**config.mk**
```make
export PLATFORM = sky130hd
export DESIGN_NAME = vga_fb_arbiter
export DESIGN_NICKNAME = d
export VERILOG_FILES = /design/src/rtl/vga_fb_arbiter.sv
export SDC_FILE = /design/constraint.sdc
export NUM_CORES = 1
export LEC_CHECK = 0
export BUFFER_PORTS_ARGS = -buffer_cell sky130_fd_sc_hd__buf_2
export CAP_MARGIN = 20
export CORE_MARGIN = 1.5
export CORE_UTILIZATION = 45
export CTS_CLUSTER_SIZE = 28
export DETAILED_ROUTE_END_ITERATION = 7
export PLACE_DENSITY = 0.68
export SLEW_MARGIN = 20
export SYNTH_ARGS = -nofsm -noshare
export SYNTH_HDL_FRONTEND = slang
export SYNTH_SLANG_ARGS = --single-unit
```
**constraint.sdc**
```tcl
create_clock -name clk -period 7.45 [get_ports clk]
set_clock_uncertainty 0.2 [all_clocks]
set_input_delay 1.49 -clock clk [delete_from_list [all_inputs] [get_ports clk]]
set_output_delay 1.49 -clock clk [all_outputs]
set_load 0.05 [all_outputs]
```
**src/rtl/vga_fb_arbiter.sv**
```systemverilog
// Framebuffer port arbiter for a single-port pixel RAM.
// Display prefetch reads always win the RAM slot; a one-entry holding
// register feeds writer requests into every slot the display leaves free.
// The pixel stream is delayed by three cycles relative to h_count/v_count,
// so the sync generator must delay h_sync/v_sync by the same amount.
module vga_fb_arbiter #(
    parameter int data_width  = 3,
    parameter int h_width     = 10,
    parameter int v_width     = 10,
    parameter int H_ACTIVE    = 640,
    parameter int V_ACTIVE    = 480,
    parameter int SCALE_SHIFT = 2,
    parameter int FB_W        = H_ACTIVE >> SCALE_SHIFT,
    parameter int FB_H        = V_ACTIVE >> SCALE_SHIFT,
    parameter int ADDR_W      = 15
) (
    input  logic                  clk,
    input  logic                  rst,
    input  logic [h_width-1:0]    h_count,
    input  logic [v_width-1:0]    v_count,
    input  logic                  wr_valid,
    output logic                  wr_ready,
    input  logic [7:0]            wr_x,
    input  logic [6:0]            wr_y,
    input  logic [data_width-1:0] wr_data,
    output logic                  mem_en,
    output logic                  mem_we,
    output logic [ADDR_W-1:0]     mem_addr,
    output logic [data_width-1:0] mem_wdata,
    input  logic [data_width-1:0] mem_rdata,
    output logic [data_width-1:0] pix_data,
    output logic                  pix_valid,
    output logic                  frame_tick,
    output logic [7:0]            wr_drop_cnt
);

    // Cycles from h_count/v_count to the matching pix_data/pix_valid.
    localparam int PIPE_LAT = 3;

    localparam logic [h_width-1:0] H_ACT_L = h_width'(H_ACTIVE);
    localparam logic [v_width-1:0] V_ACT_L = v_width'(V_ACTIVE);
    localparam logic [7:0]         FB_W_L  = 8'(FB_W);
    localparam logic [6:0]         FB_H_L  = 7'(FB_H);
    localparam logic [ADDR_W-1:0]  FB_W_A  = ADDR_W'(FB_W);

    typedef enum logic {
        HOLD_EMPTY,
        HOLD_FULL
    } hold_state_t;

    typedef enum logic [1:0] {
        SLOT_NONE,
        SLOT_DISP,
        SLOT_WR
    } slot_t;

    // Display-side decode
    logic                  video_on;
    logic                  disp_need;
    logic [ADDR_W-1:0]     disp_addr;
    logic                  frame_start;

    // Writer holding register
    hold_state_t           hold_state_reg;
    hold_state_t           hold_state_next;
    logic [ADDR_W-1:0]     hold_addr_reg;
    logic [data_width-1:0] hold_data_reg;
    logic                  wr_ready_reg;
    logic                  wr_ready_next;
    logic                  accept;
    logic                  in_range;
    logic                  capture;
    logic [ADDR_W-1:0]     wr_addr_calc;
    slot_t                 slot;

    // RAM command registers
    logic                  mem_en_reg;
    logic                  mem_we_reg;
    logic [ADDR_W-1:0]     mem_addr_reg;
    logic [data_width-1:0] mem_wdata_reg;

    // Read return and pixel output path
    logic                  rd_return_reg;
    logic [data_width-1:0] pix_latch_reg;
    logic [data_width-1:0] pix_latch_next;
    logic [data_width-1:0] pix_data_reg;
    logic                  pix_valid_reg;
    logic                  vo_last;

    // Status outputs
    logic                  frame_tick_reg;
    logic [7:0]            wr_drop_cnt_reg;

    // Decode the raster position: visibility, fetch slots and fetch address.
    always_comb begin
        video_on    = (h_count < H_ACT_L) && (v_count < V_ACT_L);
        disp_need   = video_on && (h_count[SCALE_SHIFT-1:0] == '0);
        disp_addr   = ADDR_W'(v_count >> SCALE_SHIFT) * FB_W_A
                    + ADDR_W'(h_count >> SCALE_SHIFT);
        frame_start = (h_count == '0) && (v_count == V_ACT_L);
    end

    // Slot arbitration and holding-register next state; display always wins.
    always_comb begin
        hold_state_next = hold_state_reg;
        slot            = SLOT_NONE;
        accept          = wr_valid && wr_ready_reg;
        in_range        = (wr_x < FB_W_L) && (wr_y < FB_H_L);
        capture         = 1'b0;
        wr_addr_calc    = ADDR_W'(wr_y) * FB_W_A + ADDR_W'(wr_x);

        if (disp_need) begin
            slot = SLOT_DISP;
        end else if (hold_state_reg == HOLD_FULL) begin
            slot = SLOT_WR;
        end

        case (hold_state_reg)
            HOLD_EMPTY: begin
                if (accept && in_range) begin
                    capture         = 1'b1;
                    hold_state_next = HOLD_FULL;
                end
            end
            HOLD_FULL: begin
                if (slot == SLOT_WR) begin
                    hold_state_next = HOLD_EMPTY;
                end
            end
            default: hold_state_next = HOLD_EMPTY;
        endcase

        // Ready stays low through the drain cycle so it re-rises only once
        // the RAM write has actually been presented.
        wr_ready_next = (hold_state_next == HOLD_EMPTY)
                     && (hold_state_reg == HOLD_EMPTY);
    end

    // Holding register state, contents and the registered ready flag.
    always_ff @(posedge clk) begin
        if (rst) begin
            hold_state_reg <= HOLD_EMPTY;
            hold_addr_reg  <= '0;
            hold_data_reg  <= '0;
            wr_ready_reg   <= 1'b0;
        end else begin
            hold_state_reg <= hold_state_next;
            wr_ready_reg   <= wr_ready_next;
            if (capture) begin
                hold_addr_reg <= wr_addr_calc;
                hold_data_reg <= wr_data;
            end
        end
    end

    // Present the slot decision to the RAM one cycle later; idle slots keep
    // address and data steady to avoid needless toggling on the RAM bus.
    always_ff @(posedge clk) begin
        if (rst) begin
            mem_en_reg    <= 1'b0;
            mem_we_reg    <= 1'b0;
            mem_addr_reg  <= '0;
            mem_wdata_reg <= '0;
        end else begin
            case (slot)
                SLOT_DISP: begin
                    mem_en_reg   <= 1'b1;
                    mem_we_reg   <= 1'b0;
                    mem_addr_reg <= disp_addr;
                end
                SLOT_WR: begin
                    mem_en_reg    <= 1'b1;
                    mem_we_reg    <= 1'b1;
                    mem_addr_reg  <= hold_addr_reg;
                    mem_wdata_reg <= hold_data_reg;
                end
                default: begin
                    mem_en_reg <= 1'b0;
                    mem_we_reg <= 1'b0;
                end
            endcase
        end
    end

    // Mark the cycle in which the RAM returns data for a display read.
    always_ff @(posedge clk) begin
        if (rst) begin
            rd_return_reg <= 1'b0;
        end else begin
            rd_return_reg <= mem_en_reg && !mem_we_reg;
        end
    end

    // video_on delay line; its last stage lines up with the read return.
    genvar gi;
    generate
        for (gi = 0; gi < PIPE_LAT - 1; gi++) begin : g_vo_pipe
            logic stage_in;
            logic stage_reg;
            if (gi == 0) begin : g_first
                assign stage_in = video_on;
            end else begin : g_chain
                assign stage_in = g_vo_pipe[gi-1].stage_reg;
            end
            // One pipeline stage of the visibility flag.
            always_ff @(posedge clk) begin
                if (rst) begin
                    stage_reg <= 1'b0;
                end else begin
                    stage_reg <= stage_in;
                end
            end
        end
    endgenerate

    assign vo_last = g_vo_pipe[PIPE_LAT-2].stage_reg;

    // The latch keeps the last fetched pixel so it repeats across its
    // 2^SCALE_SHIFT screen columns.
    always_comb begin
        pix_latch_next = rd_return_reg ? mem_rdata : pix_latch_reg;
    end

    // Pixel latch and blanked pixel output.
    always_ff @(posedge clk) begin
        if (rst) begin
            pix_latch_reg <= '0;
            pix_data_reg  <= '0;
            pix_valid_reg <= 1'b0;
        end else begin
            pix_latch_reg <= pix_latch_next;
            pix_valid_reg <= vo_last;
            pix_data_reg  <= vo_last ? pix_latch_next : '0;
        end
    end

    // Single-cycle pulse when the raster enters vertical blank.
    always_ff @(posedge clk) begin
        if (rst) begin
            frame_tick_reg <= 1'b0;
        end else begin
            frame_tick_reg <= frame_start;
        end
    end

    // Saturating count of accepted writes that fell outside the framebuffer.
    always_ff @(posedge clk) begin
        if (rst) begin
            wr_drop_cnt_reg <= '0;
        end else if (accept && !in_range && (wr_drop_cnt_reg != 8'hFF)) begin
            wr_drop_cnt_reg <= wr_drop_cnt_reg + 8'd1;
        end
    end

    assign wr_ready    = wr_ready_reg;
    assign mem_en      = mem_en_reg;
    assign mem_we      = mem_we_reg;
    assign mem_addr    = mem_addr_reg;
    assign mem_wdata   = mem_wdata_reg;
    assign pix_data    = pix_data_reg;
    assign pix_valid   = pix_valid_reg;
    assign frame_tick  = frame_tick_reg;
    assign wr_drop_cnt = wr_drop_cnt_reg;

endmodule

```
==> summary.md, run 1 <==
| Metric | Value |
|---|---|
| Netlist cell types | 59 |
| Detail Route Antenna Nets | 0 |
| Post-CTS Resized | 0 |
| Synth area leader | dfxtp_1 |
| Switching Fraction | 0.285 |
| WHS | 0.233 ns |
| Final setup violation count | 0 |
| Initial DRT Pass Iterations | 4 |
| Final Hold Viols | 0 |
| Drt initial violations | 86 |
| YS warnings | 0 |
| Critical-path top delay cell | fa_1 |
| Non-Filler Instances | 567 |
| Mapped Cells | 385 |
| Hold Path Class | reg -> reg |
| Period utilization | 0.493 |
| Worst path most repeated cell | ha_1 |
| Synth top area cells | dfxtp_1 35%, ha_1 11%, a211oi_1 4.6% |
| Sequential share of power | 0.392 |
| Most common cell after layout, fill and taps aside | buf_2 |
| CTS Sinks | 59 |
| Worst vdd ir | 0.117 mV |
| Share of the synthesized area in the top cell type | 0.346 |
| Clock-pin slew of the registers on the worst-case setup and hold paths | 0.06 ns |
| Avg Vias per Cell | 5.37 |
| Setup crit end kind | flip-flop |
| Clock share of power | 0.390 |
| RSZ-0062 raised after global routing | false |
| Initial Utilization | 0.468 |
| Port Buffer Count | 77 |
| Internal power | 0.000608 W |
| Via Count | 3045 |
| Max_slew headroom | 0.534 |
| Clock Path Buffers | 2 |
| Crit path cell chain | buf_2 > ha_1 > ha_1 > inv_1 > fa_1 > xnor2_1 > o2111ai_1 > or2_1 > o311a_1 > a211oi_1 |
| Root buffer cell | clkbuf_8 |
| Leakage | 1.72 nW |
| Layout cell share with drive strength beyond 1 | 0.237 |
| Primary FF master, synth | dfxtp_1 |
| Wire length of the first global-routing pass | 13.1 mm |
| GP Congestion | 0.852 |
| TritonCTS buffer count | 9 |
| Comb pwr share | 0.218 |
| # placed instances | 550 |
| CP startpoint kind | input port |
| # IOs | 78 |
| Status | completed |
| Pwr/cell area | 206 nW/µm² |
| Avg Inst Size Synth | 8.86 µm² |
| Worst-skew pair later-pin latency | 0.33 ns |
| Number of global-route vias before repair | 2818 |
| CTS tree | done |
| Max Slew Vio Count | 0 |
| FF+latch count, synth | 59 |
| Setup TNS | 0 ns |
| DP HPWL | 5.75 mm |
| Post-synthesis sequential area ratio | 0.346 |
| Number of synthesized flops with an enable pin | 0 |
| H-tree Lvls | 3 |
| Period minus WS final | 3.67 ns |
| Pre-CTS setup slack | 3.44 ns |
| Height of the chip | 90.0 µm |
| Core area | 7290 µm² |
| Area grow syn2layout | 21.1% |
| Hold buffers post-CTS | 0 |
| Arrival @ worst endpoint | 3.72 ns |
| Setup slack after layout | 3.78 ns |
| Number of max-cap violations | 0 |
| Synthesized area | 3410 µm² |
| WP buf/inv | 2 |
| Final Net Count | 540 |
| Grt ovf | 0 |
| Crit path max fanout | 4 |
| GRT Util Overall | 0.195 |
| DRC errors left | 0 |
| Final wirelength | 7.83 mm |
| FFs w/ async S/R, synth | 0 |
| CP peak stage delay | 0.39 ns |
| Post-CTS setup repair buffer count | 0 |
| Worst-Margin Slew | 0.695 ns |
| Initial antenna violation count | 0 |
| Fmax | 0.272 GHz |
| Die width | 90.0 µm |
| Psw | 0.000242 W |
| Die area | 8110 µm² |
| # diodes | 0 |
| Syn Nets | 462 |
| Worst endpoint required time | 7.50 ns |
| WL/cell | 13.8 µm |
| Commonest cells after routing, fill and taps aside | 77 x buf_2, 59 x dfxtp_1, 40 x nor2_1, 38 x nand2_1, 29 x ha_1 |
| Num rows | 31 |
| Crit Path Class | in -> reg |
| Largest net degree at the start of global routing | 58 |
| CP top delay family | adder cells |
==> power by group through the flow <==
stage	sequential [W]	clock, W	combinational [W]
floorplan	0.000356	0	0.000121
global placement	0.000340	0	0.000181
detailed placement	0.000340	0	0.000185
CTS	0.000333	0.000337	0.000186
global route	0.000334	0.000352	0.000206
finish	0.000333	0.000331	0.000185
==> cell type report <==
cell class | count | area, µm²
Clock buffer | 12 | 155
Clock inverter | 4 | 72.6
Fill cell | 706 | 3160
Inverter | 14 | 52.6
Multi-Input combinational cell | 297 | 2110
Sequential cell | 59 | 1180
Tap cell | 99 | 124
Timing Repair Buffer | 82 | 430
==> synthesized netlist by cell type (all sizes together) (6+ instances only) <==
| cell type | number |
|---|---|
| dfxtp | 59 |
| nor2 | 40 |
| nand2 | 38 |
| ha | 29 |
| a21oi | 24 |
| a211oi | 22 |
| xnor2 | 16 |
| inv | 14 |
| nor2b | 13 |
| mux2i | 12 |
| nor3 | 10 |
| clkbuf | 8 |
| nand3 | 8 |
| nor4 | 8 |
| buf | 7 |
| o21ai | 7 |
| nand4 | 6 |
==> path summary, 6_finish.rpt <==
kind / startpoint / to / slack (ns) / cells past startpoint
max: v_count[3] / mem_addr[14] / 3.78 / 10
min: mem_we / rd_return_reg / 0.23 / 1
max reg2reg: wr_drop_cnt[0] / wr_drop_cnt[4] / 5.48 / 6
min reg2reg: mem_we / rd_return_reg / 0.23 / 1
==> worst reg2reg max path, stage by stage (launching register included) <==
cell     delay [ns]
dfxtp_1        0.39
ha_1           0.18
nand2_1        0.09
nor3_1         0.59
nor4b_1        0.15
xnor2_1        0.20
nor2_1         0.05
==> kinds of logic (layout without fill, tap and decap cells) <==
kind of cell	count (synthesis)	count (layout)	synth area share
simple gates	152	152	0.233
fa+ha+maj	33	33	0.130
buf+inv	29	112	0.0338
flops	59	59	0.346
compound gates	80	80	0.170
xor+xnor	19	19	0.0488
mux	13	13	0.0385
==> per-layer routing <==
layer  GRT usage  routed length (µm)  up-vias  share of wire
met5           0                   0        -              0
met4      0.0410                 113        0          0.014
met3      0.0685                 476       12          0.061
met2       0.318                3570       86           0.46
met1       0.249                3670     1412           0.47
li1            -                   -     1535              -
==> through the flow <==
stage | power (W) | instance area (µm²) | utilization
floorplan | 0.000477 | 3410 | -
global route | 0.000892 | 4130 | 0.566
CTS | 0.000856 | 4110 | 0.564
detailed placement | 0.000525 | 3890 | 0.533
global placement | 0.000521 | 3890 | 0.533
finish | 0.000850 | 4130 | 0.566
Power figures use the tool's default switching activity.
==> run 2: changes to the inputs <==
- PLACE_DENSITY: 0.68 -> 0.71
- clock period: 7.45 -> 3.3 ns (I/O delays scaled with it)
==> run 2 against run 1 <==
  * Worst hold slack improved by 0.022 ns
  * Clock power rose by 120%
  * Sequential cell count is the same
  * First-iteration DRC count is 12% higher
  * Register-to-register slack lost 4.2 ns
  * Critical endpoint unchanged
  * Critical path type unchanged
  * Final area rose by 0.15%
==> summary.md, run 2 (same netlist as run 1, synthesis figures left out) <==
| Metric | Value |
|---|---|
| Max_slew headroom | 0.303 |
| Drt initial violations | 96 |
| Setup crit end kind | flip-flop |
| Height of the chip | 90.0 µm |
| # IOs | 78 |
| Final Net Count | 542 |
| CTS Sinks | 59 |
| R2R cell count | 4 |
| CP Capture Point | mem_addr[14] |
| FF-to-FF Start | hold_state_reg |
| CTS tree | done |
| Area grow syn2layout | 21.3% |
| Number of max-cap violations | 0 |
| Arrival @ worst endpoint | 2.88 ns |
| Max Slew Vio Count | 0 |
| Final wirelength | 7.82 mm |
| Final Hold Viols | 0 |
| WL/cell | 13.7 µm |
| Wire length of the first global-routing pass | 13.4 mm |
| Most common cell after layout, fill and taps aside | buf_2 |
| Root buffer cell | clkbuf_8 |
| Crit Path Class | in -> reg |
| Largest net degree at the start of global routing | 58 |
| Initial DRT Pass Iterations | 4 |
| Grt ovf | 0 |
| Period minus WS final | 2.82 ns |
| Num rows | 31 |
| Layout cell share with drive strength beyond 1 | 0.243 |
| DRC errors left | 0 |
| Fmax | 0.354 GHz |
| GP Congestion | 0.873 |
| Post-CTS setup repair buffer count | 0 |
| Setup TNS | 0 ns |
| GRT Util Overall | 0.202 |
| Crit path max fanout | 4 |
| Core area | 7290 µm² |
| Setup slack after layout | 0.479 ns |
| Worst setup startpoint | v_count[3] |
| Hold buffers post-CTS | 0 |
| Die width | 90.0 µm |
| Clock-pin slew of the registers on the worst-case setup and hold paths | 0.07 ns |
| Detail Route Antenna Nets | 0 |
| Leakage | 1.72 nW |
| Status | completed |
| Worst endpoint required time | 3.35 ns |
| R2R setup slack | 1.26 ns |
| Post-CTS Resized | 0 |
| Number of global-route vias before repair | 2898 |
| TritonCTS buffer count | 9 |
| DP HPWL | 5.99 mm |
| # diodes | 0 |
| Port Buffer Count | 77 |
| CP startpoint kind | input port |
| Pwr/cell area | 462 nW/µm² |
| Hold Path Class | reg -> reg |
| RSZ-0062 raised after global routing | false |
| Initial antenna violation count | 0 |
| Finished Core Util | 0.567 |
| Clock Path Buffers | 2 |
| RR Endpoint | mem_addr[7] |
| Period utilization | 0.855 |
| Avg Vias per Cell | 5.34 |
| Commonest cells after routing, fill and taps aside | 77 x buf_2, 59 x dfxtp_1, 40 x nor2_1, 38 x nand2_1, 29 x ha_1 |
| Worst-Margin Slew | 1.05 ns |
| H-tree Lvls | 3 |
| Initial Utilization | 0.468 |
| Final setup violation count | 0 |
| Die area | 8110 µm² |
| Via Count | 3039 |
| Worst-skew pair later-pin latency | 0.33 ns |
| Worst vdd ir | 0.307 mV |
| Pre-CTS setup slack | 0.148 ns |
[run 2: routing by layer]
layer	track usage	part of all wire	vias to the layer above
met1	0.247	0.45	1403
li1	-	-	1546
met3	0.0787	0.072	9
met4	0.0489	0.0096	0
met5	0	0	-
met2	0.333	0.47	81
[run 2: stage by stage]
stage | instance area, µm² | total power (W) | hold WS, ns | instances
CTS | 4140 | 0.00193 | 0.258 | 569
global placement | 3910 | 0.00118 | 0.222 | 553
finish | 4140 | 0.00191 | 0.254 | 569
detailed placement | 3910 | 0.00119 | 0.247 | 553
floorplan | 3410 | 0.00108 | 0.214 | 385
global route | 4140 | 0.00201 | 0.262 | 569
[run 2: how the worst min path moves through the flow]
stage,start,endpoint,slack [ns],cells past startpoint
after CTS,mem_wdata[2],mem_wdata[2],0.26,2
after global routing,mem_we,rd_return_reg,0.26,1
after detailed placement,mem_wdata[2],mem_wdata[2],0.25,2
final,mem_wdata[2],mem_wdata[2],0.25,2
after global placement,mem_we,rd_return_reg,0.22,1
after floorplan,g_vo_pipe[0].stage_reg,g_vo_pipe[1].stage_reg,0.21,1
[run 2: worst max-delay path, cell delays in order]
cell,delay [ns]
buf_2,0.12
ha_1,0.29
ha_1,0.21
inv_1,0.07
fa_1,0.46
nor2b_1,0.17
o2111ai_1,0.16
or2_1,0.28
o311a_1,0.30
a211oi_1,0.15
[run 2: final cells by class]
| cell class | instances | area, µm² |
|---|---|---|
| clock buffer | 10 | 138 |
| fill | 706 | 3160 |
| multi-input combinational | 297 | 2110 |
| timing repair buffer | 84 | 438 |
| clock inverter | 6 | 88.8 |
| inverter | 14 | 52.6 |
| tap | 99 | 124 |
| sequential | 59 | 1180 |
[run 2: where the power goes]
group | internal (W) | switching (W) | total (W) | leakage (nW)
clock network | 0.000445 | 0.000292 | 0.000737 | 0.108
logic | 0.000171 | 0.000250 | 0.000421 | 1.13
registers | 0.000738 | 0.0000169 | 0.000755 | 0.479
==> run 3: changes to the inputs <==
- ABC_AREA: default -> 1
- MAX_ROUTING_LAYER: default -> met4
==> run 3 against run 2 <==
  * Die area rose by 0.46%
  * Non-clock buffer count fell by 4
  * Sequential cell count did not move
  * Critical path type unchanged
  * Largest power group unchanged
  * Highest routed layer unchanged
==> summary.md, run 3 <==
| Metric | Value |
|---|---|
| Status | completed |
| Layout cell share with drive strength beyond 1 | 0.224 |
| Crit path max fanout | 4 |
| Worst setup startpoint | v_count[3] |
| Period minus WS final | 2.70 ns |
| Number of synthesized flops with an enable pin | 0 |
| Post-CTS Resized | 0 |
| H-tree Lvls | 3 |
| Top post-synthesis cells by count | 83 x nand2_1, 59 x dfxtp_1, 59 x inv_1, 40 x nor2_1 |
| CP peak stage delay | 0.42 ns |
| GRT Util Overall | 0.207 |
| Num rows | 31 |
| Netlist cell types | 48 |
| Crit path cell chain | buf_2 > ha_1 > ha_1 > inv_1 > fa_1 > nor2_1 > nand3_1 > nand2_1 > nand2_1 > nor2_2 > nand3_1 > nand2_1 > nand3_1 > nand2_1 > a21oi_2 |
| Max Slew Vio Count | 0 |
| Clock Path Buffers | 2 |
| Worst vdd ir | 0.224 mV |
| Synth top area cells | dfxtp_1 34%, ha_1 11%, nand2_1 9.1% |
| Period utilization | 0.818 |
| Max_slew headroom | 0.653 |
| Port Buffer Count | 77 |
| WHS | 0.204 ns |
| RSZ-0062 raised after global routing | false |
| CTS Sinks | 59 |
| Die width | 90.3 µm |
| Hold buffers post-CTS | 0 |
| Final wirelength | 7.74 mm |
| WL/cell | 12.3 µm |
| # IOs | 78 |
| Synthesized area | 3430 µm² |
| DRC errors left | 0 |
| Final setup violation count | 0 |
| Pre-CTS setup slack | 0.246 ns |
| Arrival @ worst endpoint | 2.71 ns |
| CP top delay family | adder cells |
| Crit Path Class | in -> reg |
| Detail Route Antenna Nets | 0 |
| # diodes | 0 |
| Worst path most repeated cell | nand2_1 |
| Setup slack after layout | 0.602 ns |
| Setup TNS | 0 ns |
| Pwr/cell area | 462 nW/µm² |
| Root buffer cell | clkbuf_8 |
| YS warnings | 0 |
| FFs w/ async S/R, synth | 0 |
| Drt initial violations | 142 |
| Wire length of the first global-routing pass | 13.2 mm |
| Initial Utilization | 0.470 |
| Setup crit end kind | flip-flop |
| Placed cell area | 3890 µm² |
| Total power | 0.00190 W |
| Clock-pin slew of the registers on the worst-case setup and hold paths | 0.07 ns |
| Commonest cells after routing, fill and taps aside | 83 x nand2_1, 77 x buf_2, 59 x inv_1, 59 x dfxtp_1, 40 x nor2_1 |
| Avg Inst Size Synth | 7.63 µm² |
| Core area | 7290 µm² |
| Leakage | 2.07 nW |
| Number of global-route vias before repair | 2950 |
| Worst-Margin Slew | 0.521 ns |
| Initial antenna violation count | 0 |
| FF+latch count, synth | 59 |
| TritonCTS buffer count | 9 |
| Final std cell area, no fill | 4110 µm² |
| Final Hold Viols | 0 |
| DP HPWL | 5.98 mm |
| FF-to-FF Start | wr_ready |
| Worst-skew pair later-pin latency | 0.33 ns |
| Mapped Cells | 449 |
| Worst hold start | g_vo_pipe[0].stage_reg |
| Avg Vias per Cell | 4.92 |
| Largest net degree at the start of global routing | 22 |
| Synth area leader | dfxtp_1 |
| Primary FF master, synth | dfxtp_1 |
| Most common cell in the netlist | nand2_1 |
| Most common cell after layout, fill and taps aside | nand2_1 |
| CTS tree | done |
| Via Count | 3105 |
| CP startpoint kind | input port |
| Syn Nets | 526 |
| Post-CTS setup repair buffer count | 0 |
| Hold Path Class | reg -> reg |
| Share of the synthesized area in the top cell type | 0.345 |
| Number of max-cap violations | 0 |
| Area grow syn2layout | 19.9% |
| Fill cell count | 738 |
| Final Net Count | 606 |
| Grt ovf | 0 |
| Fmax | 0.371 GHz |
| WP buf/inv | 2 |
| Post-synthesis sequential area ratio | 0.345 |
| Worst endpoint required time | 3.31 ns |
| Initial DRT Pass Iterations | 4 |
| GP Congestion | 0.897 |
| Critical-path top delay cell | fa_1 |
| Height of the chip | 90.3 µm |
| Die area | 8150 µm² |
-- run 3: cell count changes after synthesis, moves of 6 or more --
cell | previous run | this run
a211oi_1 | 21 | 1
a21oi_1 | 24 | 30
inv_1 | 14 | 59
mux2i_1 | 12 | 3
nand2_1 | 38 | 83
nand3_1 | 8 | 22
nor2b_1 | 13 | 0
o21ai_0 | 6 | 30
xnor2_1 | 16 | 6
xor2_1 | 3 | 10
-- run 3: where the power goes --
| group | internal, W | leakage (nW) | switching, W | total, W |
|---|---|---|---|---|
| clock network | 0.000459 | 0.109 | 0.000267 | 0.000726 |
| logic | 0.000152 | 1.48 | 0.000261 | 0.000414 |
| registers | 0.000742 | 0.480 | 0.0000148 | 0.000757 |
-- run 3: cell type report --
type | instances | area [µm²] | share of cell area
multi-input combinational | 312 | 1930 | 0.469
tap | 99 | 124 | 0.0302
inverter | 67 | 254 | 0.0618
sequential | 59 | 1180 | 0.288
clock inverter | 2 | 60.1 | 0.0146
timing repair buffer | 80 | 408 | 0.0993
clock buffer | 12 | 155 | 0.0378
-- run 3: worst paths after layout --
check	slack, ns	to	depth (start not counted)
worst min-delay path	0.20	g_vo_pipe[1].stage_reg	2
worst max register to register	1.53	hold_data_reg[1]	5
worst max-delay path	0.60	mem_addr[14]	15
worst min register to register	0.20	g_vo_pipe[1].stage_reg	2
-- run 3: metrics by stage --
stage | instances | util
6_report | 631 | 0.563
5_1_grt | 631 | 0.563
4_1_cts | 631 | 0.563
3_5_place_dp | 617 | 0.534
3_3_place_gp | 617 | 0.534
2_1_floorplan | 449 | -
-- run 3: worst reg2reg max path: cells and delay by family (launching register included) --
family / cells / cell delay, ns
buf+inv: 1 / 0.36
flops: 1 / 0.32
simple gates: 2 / 0.44
compound gates: 2 / 0.32
-- run 3: cells by family (layout without fill, tap and decap cells) --
family,Yosys count,after routing,share of synthesized area
AO/OA/AOI/OAI,84,84,0.141
XOR/XNOR,18,18,0.0504
adder cells (fa/ha/maj),33,33,0.129
buffers and inverters,78,161,0.0931
flip-flops,59,59,0.345
multiplexers,3,3,0.00877
AND/OR/NAND/NOR,174,174,0.233
-- run 3: metal layers --
| metal | part of all wire | vias up | track usage |
|---|---|---|---|
| met4 | 0.0080 | 0 | 0.0476 |
| met2 | 0.47 | 74 | 0.333 |
| met1 | 0.47 | 1396 | 0.258 |
| met3 | 0.054 | 4 | 0.0598 |
| met5 | 0 | - | - |
| li1 | - | 1631 | - |
